===== config.mk =====
export PLATFORM = sky130hd
export DESIGN_NAME = alu_sequencer
export DESIGN_NICKNAME = d
export VERILOG_FILES = /design/src/rtl/alu_sequencer.sv
export SDC_FILE = /design/constraint.sdc
export NUM_CORES = 1
export LEC_CHECK = 0
export ABC_AREA = 1
export CAP_MARGIN = 40
export CORE_MARGIN = 3
export CORE_UTILIZATION = 45
export DETAILED_ROUTE_END_ITERATION = 8
export DONT_BUFFER_PORTS = 1
export HOLD_SLACK_MARGIN = 0.15
export PLACE_DENSITY = 0.65
export SKIP_LAST_GASP = 1
export SYNTH_ARGS = -nofsm -noshare
export SYNTH_HDL_FRONTEND = slang
export SYNTH_SLANG_ARGS = --single-unit

===== constraint.sdc =====
create_clock -name clk_in -period 3.2 [get_ports clk_in]
set_clock_uncertainty 0.2 [all_clocks]
set_input_delay 0.32 -clock clk_in [delete_from_list [all_inputs] [get_ports clk_in]]
set_output_delay 0.32 -clock clk_in [all_outputs]
set_load 0.02 [all_outputs]

===== src/rtl/alu_sequencer.sv =====
// alu_sequencer: FIFO-buffered request queue that sequences operations onto an external ALU.
// Each legal operation runs SETUP (operands settle), then SAMPLE (ALU drives, result captured), then RESP.
`timescale 1ns/1ps
module alu_sequencer #(
    parameter int DEPTH = 4
) (
    input  logic        clk_in,
    input  logic        rst_n_in,
    input  logic        req_valid_in,
    output logic        req_ready_out,
    input  logic [7:0]  req_a_in,
    input  logic [7:0]  req_b_in,
    input  logic [3:0]  req_cmd_in,
    output logic        rsp_valid_out,
    input  logic        rsp_ready_in,
    output logic [15:0] rsp_data_out,
    output logic        rsp_err_out,
    output logic [7:0]  alu_a_out,
    output logic [7:0]  alu_b_out,
    output logic [3:0]  alu_cmd_out,
    output logic        alu_oe_out,
    input  logic [15:0] alu_d_in,
    output logic        busy_out
);
    localparam int AW = $clog2(DEPTH);
    typedef enum logic [1:0] {IDLE, SETUP, SAMPLE, RESP} state_t;
    state_t      r_state;
    logic [19:0] r_mem [DEPTH];
    logic [AW:0] r_wptr;
    logic [AW:0] r_rptr;
    logic        r_err;
    logic [19:0] w_head;
    logic        w_empty;
    logic        w_full;
    logic        w_push;
    logic        w_pop;
    logic        w_legal;
    assign w_head        = r_mem[r_rptr[AW-1:0]];
    assign w_empty       = r_wptr == r_rptr;
    assign w_full        = (r_wptr[AW] != r_rptr[AW]) && (r_wptr[AW-1:0] == r_rptr[AW-1:0]);
    assign w_push        = req_valid_in && !w_full;
    assign w_pop         = (r_state == IDLE) && !w_empty;
    assign w_legal       = w_head[19:16] <= 4'd4;
    assign req_ready_out = !w_full;
    assign busy_out      = !w_empty || (r_state != IDLE);
    always_ff @(posedge clk_in) begin
        if (w_push) r_mem[r_wptr[AW-1:0]] <= {req_cmd_in, req_b_in, req_a_in};
    end
    always_ff @(posedge clk_in or negedge rst_n_in) begin
        if (!rst_n_in) begin
            r_state       <= IDLE;
            r_wptr        <= '0;
            r_rptr        <= '0;
            r_err         <= 1'b0;
            rsp_valid_out <= 1'b0;
            rsp_data_out  <= '0;
            rsp_err_out   <= 1'b0;
            alu_a_out     <= '0;
            alu_b_out     <= '0;
            alu_cmd_out   <= 4'hF;
            alu_oe_out    <= 1'b0;
        end else begin
            if (w_push) r_wptr <= r_wptr + (AW+1)'(1);
            if (w_pop) r_rptr <= r_rptr + (AW+1)'(1);
            case (r_state)
                IDLE: begin
                    if (!w_empty) begin
                        r_state <= SETUP;
                        r_err   <= !w_legal;
                        if (w_legal) begin
                            alu_a_out   <= w_head[7:0];
                            alu_b_out   <= w_head[15:8];
                            alu_cmd_out <= w_head[19:16];
                        end
                    end
                end
                SETUP: begin
                    // Illegal commands spend this cycle with the ALU left idle, then report an error.
                    if (r_err) begin
                        r_state       <= RESP;
                        rsp_valid_out <= 1'b1;
                        rsp_data_out  <= '0;
                        rsp_err_out   <= 1'b1;
                    end else begin
                        r_state    <= SAMPLE;
                        alu_oe_out <= 1'b1;
                    end
                end
                SAMPLE: begin
                    r_state       <= RESP;
                    alu_oe_out    <= 1'b0;
                    alu_a_out     <= '0;
                    alu_b_out     <= '0;
                    alu_cmd_out   <= 4'hF;
                    rsp_valid_out <= 1'b1;
                    rsp_data_out  <= alu_d_in;
                    rsp_err_out   <= 1'b0;
                end
                RESP: begin
                    if (rsp_ready_in) begin
                        r_state       <= IDLE;
                        rsp_valid_out <= 1'b0;
                    end
                end
                default: r_state <= IDLE;
            endcase
        end
    end
endmodule

== After elaboration in Yosys (flattened, before gate mapping) ==
Memory sizes are Yosys's and may differ from the RTL's.
Cells that the tools add are included.

* Memories kept: 1
* Word-level logic and storage cells: 68
* Memory bits (writable): 80
* Output and inout bits: 41
* Latch bits: 0
* ROM bits: 0
* Register bits: 48
* Input port bits: 40

{| class="wikitable"
|+ Memory list
! name !! words !! bits a word !! rd ports !! clocked after memory_dff !! wr ports !! RTL line !! RTL
|-
| r_mem || 4 || 20 || 1 || 0 || 1 || 28 || <nowiki>logic [19:0] r_mem [DEPTH];</nowiki>
|}

* $add $sub $neg: 2
* $lt $le $gt $ge: 1
* Reduce and logical (&&, ||, !) cells: 18
* Multiply operators: 0
* Muxes and demuxes: 23
* Bitwise gates (word level): 1
* Div/mod/pow operators: 0
* Equality and inequality tests: 11
* Shift operators: 0

{| class="wikitable"
|+ Operator list
! operator !! number
|-
| 8-bit two-way mux || 4
|-
| 16-bit one-hot mux with 2 select lines || 1
|-
| 8-bit one-hot mux with 2 select lines || 2
|-
| 16-bit two-way mux || 1
|-
| 2-bit != test (second input constant) || 5
|-
| 4-bit two-way mux || 2
|-
| 2-bit one-hot mux with 4 select lines || 1
|-
| 4-bit one-hot mux with 2 select lines || 1
|-
| 2-bit AND reduction || 4
|-
| 3-bit by 1-bit adder with 3-bit output (second input constant) || 2
|-
| 1-bit two-way mux || 6
|-
| 3-bit AND reduction || 2
|-
| 2-bit nonzero test || 3
|-
| 2-bit == test (second input constant) || 2
|-
| 4-bit by 3-bit <= comparator with 1-bit output (second input constant) || 1
|-
| 2-bit two-way mux || 2
|-
| 1-bit one-hot mux with 2 select lines || 2
|-
| 3-bit == test || 1
|-
| 1-bit logical AND || 3
|-
| 1-bit zero test || 3
|-
| 1-bit one-hot mux with 3 select lines || 1
|-
| 3-bit nonzero test || 1
|-
| 2-bit by 1-bit == test with 1-bit output (second input constant) || 1
|-
| 2-bit == test || 1
|-
| other kinds (4) || 4
|}

== Logic depth before layout (Yosys ltp) ==
Gate-level depths: netlist of run 1.

* Depth after elaboration: 6
* Mapped depth: 11

== Least setup slack after synthesis of run 1 ==
Ideal clock, no wire load.

* Path type: register to register
* From: register r_rptr[1]
* To: memory r_mem[3][0], enable pin
* Data arrival time: 1980 ps
* Path slack: 620 ps
* Stages on the path, launching flop included: 7
* Path buffers: 0
* Required time: 2601 ps
* Cell sequence: dfrtp_1 inv_1 nand2_1 nand2_1 nand4_1 nand2_1 nor2_1

* Cells in the longest elaborated chain, start to end: 6

{| class="wikitable"
|+ RTL lines
! item !! RTL line !! RTL
|-
| from (decl) || 30 || <nowiki>logic [AW:0] r_rptr;</nowiki>
|-
| from (signal assigned) || 64 || <nowiki>if (w_pop) r_rptr <= r_rptr + (AW+1)'(1);</nowiki>
|-
| 2-bit == test || 40 || <nowiki>assign w_full = (r_wptr[AW] != r_rptr[AW]) && (r_wptr[AW-1:0] == r_rptr[AW-1:0]);</nowiki>
|-
| 1-bit logical AND || 40 ||
|-
| 1-bit zero test || - ||
|-
| net req_ready_out || 10 || <nowiki>output logic req_ready_out,</nowiki>
|-
| 1-bit logical AND || 41 || <nowiki>assign w_push = req_valid_in && !w_full;</nowiki>
|-
| 1-bit two-way mux || 47 || <nowiki>if (w_push) r_mem[r_wptr[AW-1:0]] <= {req_cmd_in, req_b_in, req_a_in};</nowiki>
|-
| 1-bit two-way mux (implied by the code) || 47 ||
|-
| to (decl) || 28 ||
|}

The timed path passes the listed nets, and every way through them passes these cells.

== Worst setup path after layout of run 1 ==
* From: register r_rptr[1]
* To: register alu_cmd_out[2]

* Cells in the longest elaborated chain, start to end: 4
* Elaborated cells on any way between the ends: 9
* Those cells by class: order compare (1); eq/ne (3); mux (3); reduce/logical (1); memory (1)

{| class="wikitable"
|+ RTL lines
! item !! RTL line !! RTL
|-
| memory 4 x 20 bit || - ||
|-
| 4-bit by 3-bit <= comparator with 1-bit output or 4-bit two-way mux (tied branches) || 43, 70 ||
|-
| 2-bit != test (no source line) or 4-bit two-way mux (tied branches) || - ||
|-
| 3-bit AND reduction (no source line) or 4-bit one-hot mux with 2 select lines (tied branches) || - ||
|-
| to (signal assigned) || 73 || <nowiki>alu_cmd_out <= w_head[19:16];</nowiki>
|-
| to (decl) || 20 || <nowiki>output logic [3:0] alu_cmd_out,</nowiki>
|}

Parallel ways exist; a longest one is shown, timed or not. The select of a mux whose other input is x is not followed.
A chain may end at the register's enable or synchronous reset.

==> impl_metrics.csv, run 1 <==
group,metric,value,unit
timing,fmax,409,MHz
clocking,numClockSinks,128,
logic_synthesis,synth_xor_area_share,0.838,%
pwr,irDropWorstVdd,578,uV
logic_synthesis,synth.distinct_cells,27,
logic_synthesis,synth_cells,448,
final_layout,drive_gt1_share,10.2,%
global_route,grt_max_degree,49,
floorplan,initial_utilization,47.2,%
final_layout,synthToLayoutAreaGrowth,22.7,%
pwr,seqPwrFrac,40.5,%
logic_synthesis,synth_compound_area_share,8.48,%
critical_path,startpoint_type,"flip-flop",
logic_synthesis,ys_seq_elements,128,
pwr,intPower,4.25,mW
final_layout,stdcell_count,649,
global_route,met3_usage,5.41,%
pwr,switching_share,36.8,%
floorplan,die_w,114,um
pwr,clock_power_share,30.1,%
clocking,cts_hold_buffers,40,
global_route,grtUsageMet2,31.1,%
clocking,clkTransAtPathRegs,50,ps
drt,via_count,3466,
clocking,postCtsSetupBuffers,0,
final_layout,fin_util,57.9,%
timing,rsz0062_at_grt,"false",
timing,fin_hold_ws,243,ps
timing,setup_viol,0,
drt,drt_wl_total,11400,um
critical_path,critPathCaptureType,"flip-flop",
drt,post_drt_wl_per_cell,17.6,um
final_layout,final_common_cell,"edfxtp_1",
global_route,grt.overflow.total,0,
final_layout,layout_common_cells,"edfxtp_1, o21ai_0, nand2_1",
logic_synthesis,yosysSeqAreaShare,69.1,%
floorplan,num_rows,38,
pwr,combPwrFrac,29.4,%
logic_synthesis,synth_top_area_cell,"edfxtp_1",
timing,setup_tns,0,ps
placement,place_congestion,0.809,
placement,place_area,0.00537,mm^2
pwr,powerDensity,1050,mW/mm^2
drt,drtAntennaViolNets,0,
logic_synthesis,syn_area,0.00523,mm^2
global_route,antenna_found_initial,0,
placement,portBuffers,0,
clocking,clk-insertion-delay-late,410,ps
drt,drtPass1Iterations,6,
pwr,switchingPower,2.48,mW
floorplan,ios,81,
pwr,total_power,6.73,mW
critical_path,cp.required,3360,ps
global_route,met1_usage,22.7,%
logic_synthesis,netlist_top_cells_area,"edfxtp_1, dfrtp_1, o21ai_0",
clocking,cts_buffers,17,
logic_synthesis,synth.area.mux_share,0,%
clocking,cts_tree,"yes",
drt,drt_iter0_drc,231,
drt,drcViolationCount,0,
placement,dpl_worst_slack,750,ps
timing,worst_pin_slew,450,ps
timing,hold_violations,0,
clocking,root_buffer,"clkbuf_16",
drt,routed_via_density,5.34,
logic_synthesis,synth_fa_ha_area_share,2.39,%
global_route,grt.busiest_layer,"met2",
logic_synthesis,syn-num-nets,498,
logic_synthesis,synth_area_per_cell,11.7,um^2
clocking,htree_levels,4,
run,max_cap_violations,0,
timing,fin_crit_sh,76.5,%
timing,min_period,2450,ps
global_route,grt_usage,18.8,%
critical_path,worst-r2r-setup-slack,750,ps
clocking,clockBufferDepth,2,
timing,slew_viol_final,0,
min_path,min-delay-path-class,"in -> async",
placement,dp_hpwl,7110,um
pwr,p_leak,2.62,nW
logic_synthesis,synth_top_family_by_area,"simple AND/OR/NAND/NOR gates",
clocking,cts.repair.resized,0,
floorplan,core_area,0.0111,mm^2
timing,setup_ws,752,ps
final_layout,final_nets,546,
global_route,grt_first_pass_wirelength,18500,um
floorplan,die_height,114,um
floorplan,die_area,0.0129,mm^2
global_route,grt_pass1_vias,3524,
critical_path,criticalPathCategory,"reg -> reg",
critical_path,worstPathArrival,2600,ps
placement,numPlacedInstances,577,
final_layout,n_fill_cell,871,
timing,maxSlewHeadroom,70.0,%
logic_synthesis,synth_top_area_share,46.0,%
logic_synthesis,ys.warnings.count,0,
final_layout,fin_area,0.00641,mm^2
critical_path,cp_max_fo,21,
final_layout,n_antenna_cell,0,
run_status,status,"complete, no violations",
logic_synthesis,synth-simple-area-share,14.2,%
state kept, by name (all words and copies together) (netlist names):
name,flops
r_mem,80
r_state,2
alu_cmd_out,4
r_rptr,3
r_wptr,3
r_err,1
alu_oe_out,1
alu_b_out,8
rsp_data_out,16
alu_a_out,8
rsp_err_out,1
rsp_valid_out,1
critical path, stage by stage (launching register included):
cell	delay (ps)
dfrtp_1	530
inv_1	280
nand2_1	110
nand2_1	90
nand3_1	140
nand2_2	130
nor2_8	250
nand2_2	290
nand2_1	220
nand2_1	70
nand2_1	60
Yosys cell counts:
| library cell | number |
|---|---|
| nand2_2 | 4 |
| nor2_8 | 1 |
| buf_6 | 3 |
| clkbuf_1 | 13 |
| o211ai_1 | 1 |
| xnor2_1 | 1 |
| nand2_1 | 51 |
| edfxtp_1 | 80 |
| o22ai_1 | 18 |
| nand3_1 | 44 |
| xor2_1 | 4 |
| ha_1 | 10 |
| dfrtp_1 | 44 |
| buf_2 | 4 |
| or2_2 | 1 |
| o211ai_2 | 1 |
| inv_1 | 36 |
| nand4_1 | 18 |
| buf_1 | 2 |
| o31ai_1 | 2 |
| buf_4 | 2 |
| dfstp_2 | 4 |
| o21ai_0 | 52 |
| a21oi_1 | 6 |
| inv_2 | 1 |
| o21ai_1 | 1 |
| nor2_1 | 44 |
layer usage:
layer	vias to the layer above	share of wire, %
met5	-	0
met4	0	2.7
met3	20	7.2
met2	111	49
met1	1661	41
li1	1674	-
final cells by class:
cell class,instances,area [um^2],share of cell area [%]
multi-input cells,259,1350,21.1
inverters,37,139,2.17
clock buffers,17,425,6.63
well taps,140,175,2.73
clock inverters,15,198,3.08
flip-flops and latches,128,3610,56.3
repair buffers,53,515,8.04
path summary, 6_finish.rpt:
check,end,cells past startpoint,from
setup / recovery,alu_cmd_out[2],10,r_rptr[1]
hold reg to reg,r_wptr[2],1,r_wptr[2]
setup reg to reg,alu_cmd_out[2],10,r_rptr[1]
min in group clk_in,r_wptr[2],1,r_wptr[2]
hold / removal,rsp_err_out,2,rst_n_in
max in group asynchronous,alu_cmd_out[0],2,rst_n_in
logic make-up after synthesis:
group | count (synthesis)
buf+inv | 61
compound gates | 81
xor+xnor | 5
simple gates | 163
flops | 128
fa+ha+maj | 10
power by group through the flow:
stage / clock [mW] / combinational (mW) / sequential (mW)
floorplan: 0 / 1.47 / 2.67
global placement: 0 / 1.88 / 2.74
detailed placement: 0 / 1.92 / 2.75
CTS: 2.05 / 2.00 / 2.73
global route: 2.13 / 2.26 / 2.77
finish: 2.02 / 1.98 / 2.72
Power figures use the tool's default switching activity.
==> inputs of run 2 (changes only) <==
clock period = 2.5 ns   (was 3.2 ns; I/O delays follow)
==> run 2 against run 1 <==
Sequential share of layout area up 0.12 points; wire length down 1.6%; critical path depth unchanged; sequential cell count unchanged; via count up 0.66%; setup slack worse by 460 ps; power up 26%; first-iteration DRC count up 8.2%; combinational power up 30%; die area unchanged; largest cell class unchanged.
==> impl_metrics.csv, run 2 (synthesis results as in run 1) <==
group,metric,value,unit
drt,drt_iter0_drc,250,
floorplan,die_w,114,um
placement,numPlacedInstances,579,
clocking,cts.repair.resized,0,
critical_path,startpoint_type,"flip-flop",
critical_path,worstPathArrival,2360,ps
pwr,intPower,5.25,mW
clocking,postCtsSetupBuffers,0,
timing,min_period,2210,ps
run,max_cap_violations,0,
timing,worst_pin_slew,435,ps
timing,slew_viol_final,0,
placement,place_congestion,0.820,
timing,rsz0062_at_grt,"false",
global_route,grt_max_degree,49,
drt,routed_via_density,5.36,
pwr,seqPwrFrac,41.0,%
pwr,powerDensity,1320,mW/mm^2
drt,post_drt_wl_per_cell,17.3,um
pwr,clock_power_share,28.6,%
timing,hold_violations,0,
floorplan,ios,81,
clocking,numClockSinks,128,
drt,drtPass1Iterations,4,
pwr,switching_share,37.9,%
pwr,total_power,8.46,mW
critical_path,critPathCaptureType,"flip-flop",
drt,drcViolationCount,0,
clocking,root_buffer,"clkbuf_16",
timing,setup_tns,0,ps
floorplan,core_area,0.0111,mm^2
clocking,htree_levels,4,
final_layout,synthToLayoutAreaGrowth,22.5,%
clocking,clk-insertion-delay-late,410,ps
placement,portBuffers,0,
global_route,antenna_found_initial,0,
timing,setup_ws,291,ps
final_layout,drive_gt1_share,11.7,%
timing,fin_hold_ws,166,ps
placement,dp_hpwl,7060,um
global_route,grt_pass1_vias,3448,
final_layout,layout_common_cells,"edfxtp_1, o21ai_0, nand2_1",
critical_path,cp.required,2650,ps
pwr,switchingPower,3.21,mW
critical_path,cp_max_fo,21,
floorplan,initial_utilization,47.2,%
global_route,grt_first_pass_wirelength,18000,um
clocking,clockBufferDepth,2,
drt,drtAntennaViolNets,0,
clocking,clkTransAtPathRegs,60,ps
timing,fin_crit_sh,88.4,%
clocking,cts_buffers,17,
timing,fmax,453,MHz
placement,dpl_worst_slack,309,ps
floorplan,die_height,114,um
final_layout,final_nets,548,
run_status,status,"complete, no violations",
drt,drt_wl_total,11300,um
pwr,combPwrFrac,30.5,%
global_route,grt.overflow.total,0,
critical_path,worstRegToRegCells,10,
pwr,p_leak,2.61,nW
timing,setup_viol,0,
drt,via_count,3489,
final_layout,final_common_cell,"edfxtp_1",
min_path,min-delay-path-class,"in -> async",
clocking,cts_tree,"yes",
critical_path,criticalPathCategory,"reg -> reg",
floorplan,num_rows,38,
timing,maxSlewHeadroom,71.0,%
final_layout,stdcell_count,651,
pwr,irDropWorstVdd,819,uV
final_layout,n_antenna_cell,0,
global_route,grt_usage,18.6,%
final_layout,largest_register_ffs,80,
floorplan,die_area,0.0129,mm^2
==> run 2: power by group through the flow <==
stage	Sequential, mW	Clock (mW)	Combinational, mW
global route	3.52	2.57	2.99
detailed placement	3.50	0	2.52
CTS	3.47	2.47	2.61
floorplan	3.42	0	1.89
finish	3.47	2.42	2.58
global placement	3.49	0	2.43
==> run 2: per-layer routing <==
metal / up-vias / wire (um) / track usage, %
li1: 1673 / - / -
met3: 16 / 724 / 6.53
met2: 106 / 5490 / 29.6
met5: - / 0 / 0
met4: 0 / 225 / 8.65
met1: 1694 / 4810 / 22.8
==> run 2: critical path: stages, from the launching register on <==
cell	delay (ps)
dfrtp_1	450
inv_2	180
nor2_1	120
nor2_1	40
o21ai_1	120
nand2_2	120
nor2_8	260
nand2_2	290
nand2_1	210
nand2_1	80
nand2_1	60
==> run 2: repair_timing <==
action,4_1_cts,5_1_grt
endpoints found under the hold margin,150,0
hold buffers,40,0
setup endpoints to repair,0,0
==> run 2: final timing paths <==
| kind | startpoint | end | slack [ps] |
|---|---|---|---|
| setup / recovery | r_rptr[0] | alu_cmd_out[3] | 290 |
| hold / removal | rst_n_in | r_wptr[1] | 170 |
| setup reg to reg | r_rptr[0] | alu_cmd_out[3] | 290 |
| hold reg to reg | r_wptr[2] | r_wptr[2] | 310 |
| max in group asynchronous | rst_n_in | alu_cmd_out[2] | 1670 |
| min in group clk_in | r_wptr[2] | r_wptr[2] | 310 |
==> run 2: cell type report <==
type,count,area (um^2)
timing repair buffer,55,531
multi-input combinational,259,1360
fill,901,4680
inverter,37,139
tap,140,175
clock buffer,20,457
sequential,128,3610
clock inverter,12,135
==> run 2: through the flow <==
step	utilization, %	instance area (um^2)
floorplan	-	5230
global placement	48.7	5390
detailed placement	48.7	5390
CTS	57.8	6400
global route	57.8	6400
finish	57.8	6400
==> inputs of run 3 (changes only) <==
CORE_MARGIN = default   (was 3)
==> run 3 against run 2 <==
Fmax decreased by 3.5%; power increased by 1.8%; global-route usage increased by 1.6 points; sequential share of layout area decreased by 0.49 points; sequential cell count unchanged; non-clock buffer count increased by 3; clock power increased by 5%; die area decreased by 6.9%.
==> impl_metrics.csv, run 3 (synthesis results as in run 1) <==
group,metric,value,unit
run_status,status,"complete, no violations",
run,max_cap_violations,0,
clocking,cts_tree,"yes",
critical_path,cp_num_buf_inv,4,
clocking,cts_buffers,17,
final_layout,synthToLayoutAreaGrowth,23.6,%
timing,hold_violations,0,
clocking,clockBufferDepth,2,
drt,post_drt_wl_per_cell,17.1,um
timing,rsz0062_at_grt,"false",
drt,via_count,3505,
global_route,grt_first_pass_wirelength,17400,um
floorplan,die_area,0.0120,mm^2
clocking,numClockSinks,128,
placement,place_congestion,0.798,
critical_path,crit_path_frequent_cell,"dlygate4sd3_1",
timing,fin_crit_sh,91.6,%
floorplan,initial_utilization,47.2,%
timing,slew_viol_final,0,
pwr,p_leak,2.65,nW
final_layout,largest_register_ffs,80,
critical_path,criticalPathCategory,"in -> async",
floorplan,ios,81,
pwr,powerDensity,1330,mW/mm^2
timing,setup_viol,0,
timing,fin_hold_ws,289,ps
timing,worst_pin_slew,565,ps
critical_path,critPathCaptureType,"async pin",
drt,drt_iter0_drc,158,
timing,min_period,2290,ps
timing,setup_ws,210,ps
pwr,irDropWorstVdd,900,uV
critical_path,crit_path_end,"rsp_data_out[0]",
floorplan,num_rows,38,
critical_path,critPathMaxStageDelay,950,ps
timing,maxSlewHeadroom,62.2,%
global_route,grt.overflow.total,0,
clocking,root_buffer,"clkbuf_16",
final_layout,final_nets,551,
floorplan,die_w,110,um
global_route,grt_usage,20.2,%
floorplan,core_area,0.0111,mm^2
timing,fmax,437,MHz
critical_path,r2r_end,"alu_cmd_out[2]",
drt,drtPass1Iterations,4,
min_path,min-delay-path-class,"reg -> reg",
drt,drcViolationCount,0,
critical_path,cp.required,2810,ps
critical_path,worstPathArrival,2600,ps
critical_path,cp_slowest_cell,"dlygate4sd3_1",
placement,dpl_worst_slack,313,ps
clocking,htree_levels,4,
clocking,clkTransAtPathRegs,50,ps
final_layout,fin_util,58.3,%
global_route,antenna_found_initial,0,
critical_path,cp-startpoint,"rst_n_in",
drt,drtAntennaViolNets,0,
global_route,grt_pass1_vias,3428,
placement,portBuffers,0,
drt,drt_wl_total,11200,um
critical_path,worstRegToRegCells,8,
critical_path,crit_family,"buffers and inverters",
placement,numPlacedInstances,580,
critical_path,worst-r2r-setup-slack,290,ps
drt,routed_via_density,5.36,
critical_path,path_cells,"dlygate4sd3_1 > dlygate4sd3_1 > buf_16 > dlygate4sd3_1",
global_route,grt_max_degree,38,
placement,dp_hpwl,7020,um
critical_path,startpoint_type,"input pin",
critical_path,rr_startpoint,"r_state[0]",
critical_path,cp_max_fo,37,
critical_path,crit_cells,4,
final_layout,stdcell_count,654,
floorplan,die_height,110,um
clocking,clk-insertion-delay-late,420,ps
final_layout,layout_common_cells,"edfxtp_1, o21ai_0, nand2_1",
final_layout,final_common_cell,"edfxtp_1",
final_layout,n_antenna_cell,0,
final_layout,drive_gt1_share,11.7,%
-- run 3: cell types whose count changed in the layout (fill, tap and decap cells not counted) --
cell | previous run | this run
clkinv_1 | 0 | 1
buf_4 | 15 | 16
bufinv_16 | 2 | 4
clkinv_2 | 2 | 3
inv_6 | 2 | 0
dlygate4sd3_1 | 39 | 41
clkinv_4 | 2 | 6
clkinvlp_4 | 4 | 0
clkbuf_8 | 2 | 0
-- run 3: worst min-delay path by stage --
| stage | to | cells past startpoint | slack [ps] | from |
|---|---|---|---|---|
| after floorplan | alu_a_out[0] | 0 | -250 | rst_n_in |
| final | r_wptr[2] | 1 | 290 | r_wptr[2] |
| after global placement | alu_b_out[4] | 0 | -240 | rst_n_in |
| after CTS | r_wptr[2] | 1 | 290 | r_wptr[2] |
| after detailed placement | rsp_data_out[0] | 0 | -240 | rst_n_in |
| after global routing | r_wptr[2] | 1 | 310 | r_wptr[2] |
-- run 3: power by group --
group,internal (mW),switching [mW],total [mW],leakage [nW]
Sequential,2.90,0.555,3.46,1.33
Combinational,0.833,1.77,2.60,1.01
Clock,1.66,0.889,2.55,0.305
Total,5.40,3.21,8.62,2.65
-- run 3: repair_timing --
item,4_1_cts,5_1_grt
hold endpoints to repair,149,0
setup buffers,0,0
gates resized for setup,0,0
hold buffers,42,0
-- run 3: final cells by class --
type / count / area [um^2]
Clock buffer: 18 / 429
Clock inverter: 14 / 191
Fill cell: 895 / 4620
Inverter: 37 / 139
Multi-Input combinational cell: 259 / 1360
Sequential cell: 128 / 3610
Tap cell: 140 / 175
Timing Repair Buffer: 58 / 558
-- run 3: routing by layer --
layer / vias to the layer above / global-route usage, % / wire [um]
li1: 1681 / - / -
met1: 1695 / 23.7 / 4870
met2: 114 / 33.8 / 5410
met3: 15 / 7.05 / 735
met4: 0 / 8.10 / 152
met5: - / 0 / 0
-- run 3: per-stage QoR --
step | total power [mW] | setup TNS, ps | area [um^2]
finish | 8.62 | 0 | 6460
CTS | 8.68 | 0 | 6460
global placement | 5.93 | 0 | 5400
global route | 9.17 | 0 | 6460
floorplan | 5.30 | -2290 | 5230
detailed placement | 6.01 | 0 | 5400
